File: config.mk
export PLATFORM = sky130hd
export DESIGN_NAME = exe_hazard_ctrl
export DESIGN_NICKNAME = d
export VERILOG_FILES = /design/src/rtl/exe_ctrl_pkg.sv /design/src/rtl/exe_hazard_ctrl_hazard_detect.sv /design/src/rtl/exe_hazard_ctrl.sv
export SDC_FILE = /design/constraint.sdc
export NUM_CORES = 1
export LEC_CHECK = 0
export BUFFER_PORTS_ARGS = -buffer_cell sky130_fd_sc_hd__buf_2
export CAP_MARGIN = 20
export CORE_MARGIN = 2
export CORE_UTILIZATION = 47
export DETAILED_ROUTE_END_ITERATION = 8
export HOLD_SLACK_MARGIN = 0.12
export PLACE_DENSITY = 0.83
export SLEW_MARGIN = 20
export SYNTH_ARGS = -nofsm -noshare
export SYNTH_HDL_FRONTEND = slang
export SYNTH_SLANG_ARGS = --single-unit
File: constraint.sdc
create_clock -name clk -period 3.3 [get_ports clk]
set_clock_uncertainty 0.1 [all_clocks]
set_input_delay 0 -clock clk [delete_from_list [all_inputs] [get_ports clk]]
set_output_delay 0 -clock clk [all_outputs]
set_load 0.01 [all_outputs]
File: src/rtl/exe_ctrl_pkg.sv
// Shared types and constants for the execute-stage hazard controller.
package exe_ctrl_pkg;

  typedef enum logic [1:0] {
    RUN   = 2'd0,
    STALL = 2'd1,
    FLUSH = 2'd2
  } state_e;

  localparam logic [1:0] FWD_REG = 2'b00;
  localparam logic [1:0] FWD_EXE = 2'b01;
  localparam logic [1:0] FWD_MEM = 2'b10;

  localparam int unsigned PC_IDX = 15;

  // EXE/MEM result is younger than MEM/WB, so it wins; the PC is never forwarded.
  function automatic logic [1:0] fwd_sel(input logic ex_hit, input logic mem_hit,
                                         input logic is_pc);
    if (is_pc) return FWD_REG;
    if (ex_hit) return FWD_EXE;
    if (mem_hit) return FWD_MEM;
    return FWD_REG;
  endfunction

endpackage

File: src/rtl/exe_hazard_ctrl_hazard_detect.sv
// Combinational compare of the ID source indices against the EXE and MEM destinations.
module hazard_detect #(
  parameter int unsigned REG_W = 4
) (
  input  logic             id_valid,
  input  logic [REG_W-1:0] id_src1,
  input  logic [REG_W-1:0] id_src2,
  input  logic             id_two_src,
  input  logic [REG_W-1:0] ex_dest,
  input  logic             ex_wb,
  input  logic [REG_W-1:0] mem_dest,
  input  logic             mem_wb,
  output logic             ex_hit_rn,
  output logic             ex_hit_rm,
  output logic             mem_hit_rn,
  output logic             mem_hit_rm
);

  assign ex_hit_rn  = id_valid & ex_wb & (id_src1 == ex_dest);
  assign ex_hit_rm  = id_valid & id_two_src & ex_wb & (id_src2 == ex_dest);
  assign mem_hit_rn = id_valid & mem_wb & (id_src1 == mem_dest);
  assign mem_hit_rm = id_valid & id_two_src & mem_wb & (id_src2 == mem_dest);

endmodule

File: src/rtl/exe_hazard_ctrl.sv
// Execute-stage pipeline controller: RAW hazards, stall/flush FSM, forwarding selects, NZCV.
// Build option EXE_FORWARD_EN enables operand forwarding; without it every hazard stalls.
module exe_hazard_ctrl
  import exe_ctrl_pkg::*;
#(
  parameter int unsigned REG_W = 4,
  parameter int unsigned ST_W  = 4
) (
  input  logic             clk,
  input  logic             rst,
  input  logic             id_valid,
  input  logic [REG_W-1:0] id_src1,
  input  logic [REG_W-1:0] id_src2,
  input  logic             id_two_src,
  input  logic             id_wb_en,
  input  logic             id_mem_read,
  input  logic             id_s,
  input  logic             id_branch,
  input  logic [REG_W-1:0] id_dest,
  input  logic [ST_W-1:0]  alu_status,
  output logic             freeze,
  output logic             exe_bubble,
  output logic             flush,
  output logic [1:0]       sel_rn,
  output logic [1:0]       sel_rm,
  output logic [ST_W-1:0]  status_q
);

  state_e           state_q, state_d;
  logic [REG_W-1:0] ex_dest, mem_dest;
  logic             ex_wb, ex_mrd, ex_s, mem_wb;
  logic             ex_hit_rn, ex_hit_rm, mem_hit_rn, mem_hit_rm;
  logic             ex_hit, mem_hit, load_use, stall;

  hazard_detect #(
    .REG_W (REG_W)
  ) u_hazard_detect (
    .id_valid   (id_valid),
    .id_src1    (id_src1),
    .id_src2    (id_src2),
    .id_two_src (id_two_src),
    .ex_dest    (ex_dest),
    .ex_wb      (ex_wb),
    .mem_dest   (mem_dest),
    .mem_wb     (mem_wb),
    .ex_hit_rn  (ex_hit_rn),
    .ex_hit_rm  (ex_hit_rm),
    .mem_hit_rn (mem_hit_rn),
    .mem_hit_rm (mem_hit_rm)
  );

  assign ex_hit   = ex_hit_rn | ex_hit_rm;
  assign mem_hit  = mem_hit_rn | mem_hit_rm;
  assign load_use = ex_hit & ex_mrd;

`ifdef EXE_FORWARD_EN
  assign stall = load_use;
`else
  // Without forwarding any pending writer blocks the read; load_use is a subset.
  assign stall = load_use | ex_hit | mem_hit;
`endif

  always_comb begin
    state_d    = state_q;
    freeze     = 1'b0;
    exe_bubble = 1'b0;
    flush      = 1'b0;
    unique case (state_q)
      RUN: begin
        if (stall) begin
          freeze     = 1'b1;
          exe_bubble = 1'b1;
`ifdef EXE_FORWARD_EN
          state_d    = STALL;
`endif
        end else if (id_valid && id_branch) begin
          state_d = FLUSH;
        end
      end
      // The held ID instruction may be a branch that was waiting on the load.
      STALL: state_d = (id_valid && id_branch) ? FLUSH : RUN;
      FLUSH: begin
        flush      = 1'b1;
        exe_bubble = 1'b1;
        state_d    = RUN;
      end
      default: state_d = RUN;
    endcase
  end

  always_ff @(posedge clk) begin
    if (rst) begin
      state_q  <= RUN;
      ex_dest  <= '0;
      ex_wb    <= 1'b0;
      ex_mrd   <= 1'b0;
      ex_s     <= 1'b0;
      mem_dest <= '0;
      mem_wb   <= 1'b0;
      status_q <= '0;
    end else begin
      state_q  <= state_d;
      mem_dest <= ex_dest;
      mem_wb   <= ex_wb;
      ex_dest  <= id_dest;
      if (exe_bubble) begin
        ex_wb  <= 1'b0;
        ex_mrd <= 1'b0;
        ex_s   <= 1'b0;
      end else begin
        ex_wb  <= id_valid & id_wb_en;
        ex_mrd <= id_valid & id_mem_read;
        ex_s   <= id_valid & id_s;
      end
      if (ex_s) status_q <= alu_status;
    end
  end

`ifdef EXE_FORWARD_EN
  localparam logic [REG_W-1:0] PcIdx = REG_W'(PC_IDX);

  logic [1:0] sel_rn_q, sel_rm_q;

  always_ff @(posedge clk) begin
    if (rst) begin
      sel_rn_q <= FWD_REG;
      sel_rm_q <= FWD_REG;
    end else if (exe_bubble) begin
      sel_rn_q <= FWD_REG;
      sel_rm_q <= FWD_REG;
    end else begin
      sel_rn_q <= fwd_sel(ex_hit_rn, mem_hit_rn, id_src1 == PcIdx);
      sel_rm_q <= fwd_sel(ex_hit_rm, mem_hit_rm, id_src2 == PcIdx);
    end
  end

  assign sel_rn = sel_rn_q;
  assign sel_rm = sel_rm_q;
`else
  assign sel_rn = FWD_REG;
  assign sel_rm = FWD_REG;
`endif

endmodule

Word-level counts from Yosys, hierarchy flattened. Index checks and enable logic that the tools add are counted.

$add $sub $neg: 0. Shifts and indexed selects: 0. Multiply operators: 0. Multiplexer cells: 8. Equal/unequal tests: 8. Reduce and logical (&&, ||, !) cells: 4. Bitwise gates (word level): 17. $lt $le $gt $ge: 0. Div/mod/pow operators: 0.

Operator list (count): $eq 4x4->1 (4); $and 1x1->1 (13); $mux 2 (3); $ne 2x2->1 const B (2); $or 1x1->1 (4); $pmux 2 s2 (1); $mux 1 (3); $eq 2x1->1 const B (1); $eq 2x2->1 const B (1); $logic_not 2->1 (1); $pmux 1 s2 (1); $reduce_and 2->1 (1); $reduce_or 2->1 (1); $logic_and 1x1->1 (1).

Latch bits: 0. Output and inout bits: 11. Word-level logic and storage cells: 45. Memories: 0. Input bits: 24. Memory bits (writable): 0. ROM bits: 0. Bits in registers: 18.

Depth between registers and ports, before layout.
Depth after elaboration: 10. Gate-level depth with buffers: 5. Gate-level depth less buffers: 5.

Hierarchy. A second synthesis with hierarchy kept.

Cell total of the unflattened synthesis: 73. Area total of the unflattened synthesis: 765.7 um^2.

By module, submodules not included: exe_hazard_ctrl (cells each 49, instances 1, area an instance 553.0 um^2); hazard_detect (cells each 24, instances 1, area an instance 212.7 um^2).

Worst setup path before layout. No wires, ideal clock.

Path type: reg-to-reg. Start: register ex_dest[0]. End: register ex_s. Path slack: 1.913 ns. Stages on the path, launching flop included: 5. Arrival time: 1.150 ns. Period minus slack after synthesis: 1.387 ns. Library setup time: 0.138 ns. Data required time: 3.062 ns. Cell sequence: dfxtp_1 xor2_1 or4_4 o21ai_4 nor3_1.

Word-level cells in the longest chain between the ends: 9. Elaborated cells between the ends (all ways): 11.

RTL lines: start: declaration (RTL line exe_hazard_ctrl.sv:30) `logic [REG_W-1:0] ex_dest, mem_dest;`; start signal: assignment (RTL line exe_hazard_ctrl.sv:105) `ex_dest <= id_dest;`; $eq 4x4->1 (on tied branches) (RTL line exe_hazard_ctrl_hazard_detect.sv:19, exe_hazard_ctrl_hazard_detect.sv:20); $and 1x1->1 (on tied branches) (RTL line exe_hazard_ctrl_hazard_detect.sv:19, exe_hazard_ctrl_hazard_detect.sv:20); $or 1x1->1 * (RTL line exe_hazard_ctrl.sv:52) `assign ex_hit = ex_hit_rn | ex_hit_rm;`; $and 1x1->1 (RTL line exe_hazard_ctrl.sv:54) `assign load_use = ex_hit & ex_mrd;`; $or 1x1->1 * (2 in a row) (RTL line exe_hazard_ctrl.sv:60) `assign stall = load_use | ex_hit | mem_hit;`; $mux 1 * (RTL line exe_hazard_ctrl.sv:70) `if (stall) begin`; $pmux 1 s2 * (RTL line exe_hazard_ctrl.sv:68) `unique case (state_q)`; $reduce_or 2->1 (no source line) *; end signal: assignment (RTL line exe_hazard_ctrl.sv:113) `ex_s <= id_valid & id_s;`; end: declaration (RTL line exe_hazard_ctrl.sv:31) `logic ex_wb, ex_mrd, ex_s, mem_wb;`.

Mark *: on every way between the ends. The rest lies on a longest branch, timed or not. A chain may end at the register's enable or synchronous reset.

Worst setup path in the final report.
Start: register state_q[1]. End: register ex_s.

Word-level cells in the longest chain between the ends: 3. Elaborated cells between the ends (all ways): 4.

RTL lines: start: declaration (RTL line exe_hazard_ctrl.sv:29) `state_e state_q, state_d;`; start signal: assignment (RTL line exe_hazard_ctrl.sv:102) `state_q <= state_d;`; $eq 2x2->1 / $logic_not 2->1 (equally long branches) (RTL line exe_hazard_ctrl.sv:68); $pmux 1 s2 * (RTL line exe_hazard_ctrl.sv:68); $reduce_or 2->1 (no source line) *.

Marks and branches as above.

==> out/qor.txt <==
Placed Instances - 116
Final setup TNS - 0 ns
Worst Hold Class - flip-flop to flip-flop
Drt via density - 4.97
Vias - 725
Sink Count - 16
Max-Cap Viols - 0
# diodes - 0
CTS Buf Count - 3
Leakage - 0.554 nW
Synth top area share - 42.7%
Routed Antenna Nets - 0
Top cell type by total area after synthesis - dfxtp_1
Worst setup path startpoint - state_q[1]$_SDFFE_PP0P_
Fraction of layout cells with a size suffix above 1 - 27.7%
First-pass detailed-route iteration total - 4
Register bit total from synthesis - 16
Starting DRT DRC Count - 9
RePlAce Congestion - 0.796
Synth Cell Area - 751 um^2
Tmin final - 2.21 ns
Number of antenna violations at the first check in global routing - 0
Overall die width - 44.0 um
Final WL - 1930 um
Mapped Cells - 74
Fillers - 103
Largest cells by area after synthesis - dfxtp_1 43%, xor2_1 10%, nor2b_1 8.3%
Setup violations, final - 0
Critical path class - flip-flop to flip-flop
Clock Tree Buf Depth - 2
Clock Pin Slew Worst Setup and Hold Paths - 0.11 ns
Die area - 1930 um^2
GRT overflow - 0
VDD IR max - 0.240 mV
# nets final - 155
Post-synthesis area per instance - 10.1 um^2
Boundary pin count - 35
Die Y - 44.0 um
Relative slew slack - 62.8%
Critical path fanouts, max - 4
Initial Util - 49.8%
Slew at the pin closest to its max-slew limit - 0.551 ns
Number of global-route vias before repair - 760
Fin crit share - 67.1%
Core Region - 1510 um^2
Port bufs - 29
Max Slew Vio Count - 0
GRT Util Overall - 21.5%
YS warnings - 0
RSZ-0062 raised after global routing - no
CTS tree - built
Post-CTS setup buffer count - 0
H-tree depth - 1
Worst Path Required - 3.44 ns
Final hold vios - 0
Netlist cell types - 18
Syn-to-layout area delta - 58.0%
Wirelength per Cell - 13.2 um
Post-route non-filler standard cell count - 146
Drt drc - 0
Hpwl dp - 1100 um
Status - complete, no violations
Power per cell area - 355 nW/um^2
Crit end category - flip-flop
Min-delay src - ex_wb$_SDFF_PP0_
WP data arrival - 2.36 ns
Critical Path Start Type - flip-flop
Row Count - 14
Worst-Skew Late Latency - 0.29 ns
Sequential cell area fraction in the yosys report - 42.7%
Fmax - 452 MHz
First-pass GRT wire length - 3010 um
CTS Root Cell - clkbuf_4
Worst r2r src - state_q[1]$_SDFFE_PP0P_
Largest net degree at the start of global routing - 17
## area by class of cell
type	instances	area (um^2)	area share, %
clock buffer	4	36.3	3.06
multi-input combinational	55	404	34.1
sequential	16	320	27.0
tap	16	20.0	1.69
timing repair buffer	55	405	34.2
## timing repair
item / CTS / global route
gates resized for setup: 0 / 0
hold endpoints to repair: 16 / 0
hold buffers: 26 / 0
## cell usage in the layout, fill, tap and decap left out, drive strengths merged
master and n:
conb 4, xnor2 7, clkbuf 4, nor3 4
o41ai 1, nor2 4, buf 29, o21ba 1
nor2b 10, or4 1, dfxtp 16, dlygate4sd3 26
o21ai 1, nand3 2, mux2i 4, nand4 3
nand3b 3, or3 1, xor2 9
## Yosys cell counts, drive strengths merged
library cell and number:
xor2 9, nor3 4, dfxtp 16, clkbuf 2, o41ai 1, nor2b 10
buf 4, conb 1, or4 1, nand4 3, or3 1, nand3b 3
mux2i 4, o21ai 1, xnor2 7, o21ba 1, nand3 2, nor2 4
## where the power goes
group / switching, mW / internal [mW]
Clock: 0.0695 / 0.0672
Combinational: 0.0302 / 0.0454
Sequential: 0.00720 / 0.201
## kinds of logic after synthesis
| logic type | Yosys count | synth area share (%) |
|---|---|---|
| flops | 16 | 42.7 |
| compound gates | 3 | 5.67 |
| other cells | 1 | 0.500 |
| buf+inv | 6 | 5.00 |
| mux | 4 | 5.33 |
| simple gates | 28 | 22.2 |
| xor+xnor | 16 | 18.7 |
## stage by stage
step | util (%) | power (mW) | hold slack, ns | worst slack (ns) | area (um^2)
floorplan | - | 0.245 | -0.0284 | 1.91 | 762
global placement | 59.1 | 0.263 | 0.112 | 1.81 | 890
detailed placement | 59.1 | 0.266 | 0.114 | 1.81 | 890
CTS | 78.7 | 0.412 | 0.399 | 1.27 | 1190
global route | 78.7 | 0.438 | 0.423 | 0.990 | 1190
finish | 78.7 | 0.421 | 0.402 | 1.09 | 1190
## layer usage
| metal | wire (um) | GRT usage [%] | vias to the layer above | part of all wire [%] |
|---|---|---|---|---|
| li1 | - | - | 349 | - |
| met1 | 738 | 21.4 | 332 | 38 |
| met2 | 1010 | 41.8 | 36 | 52 |
| met3 | 106 | 1.67 | 8 | 5.5 |
| met4 | 72 | 13.3 | 0 | 3.7 |
| met5 | 0 | 0 | - | 0 |
## final timing paths
| path | end | slack [ns] | cells after the start |
|---|---|---|---|
| max | ex_s$_SDFF_PP0_ | 1.09 | 5 |
| min reg2reg | mem_wb$_SDFF_PP0_ | 0.40 | 1 |
| max reg2reg | ex_s$_SDFF_PP0_ | 1.09 | 5 |
| min | mem_wb$_SDFF_PP0_ | 0.40 | 1 |
## worst max-delay path, cell delays in order (launching register included)
cell	delay (ns)
dfxtp_1	0.35
nor2b_1	0.21
nand3b_1	0.11
dlygate4sd3_1	0.59
nor3_1	0.20
dlygate4sd3_1	0.60
## flip-flops by register name, summed over array words and instances, names as in the netlist
name / cells
ex_dest: 4
ex_s: 1
ex_wb: 1
mem_dest: 4
mem_wb: 1
state_q: 1
status_q: 4
Power figures use the tool's default switching activity.
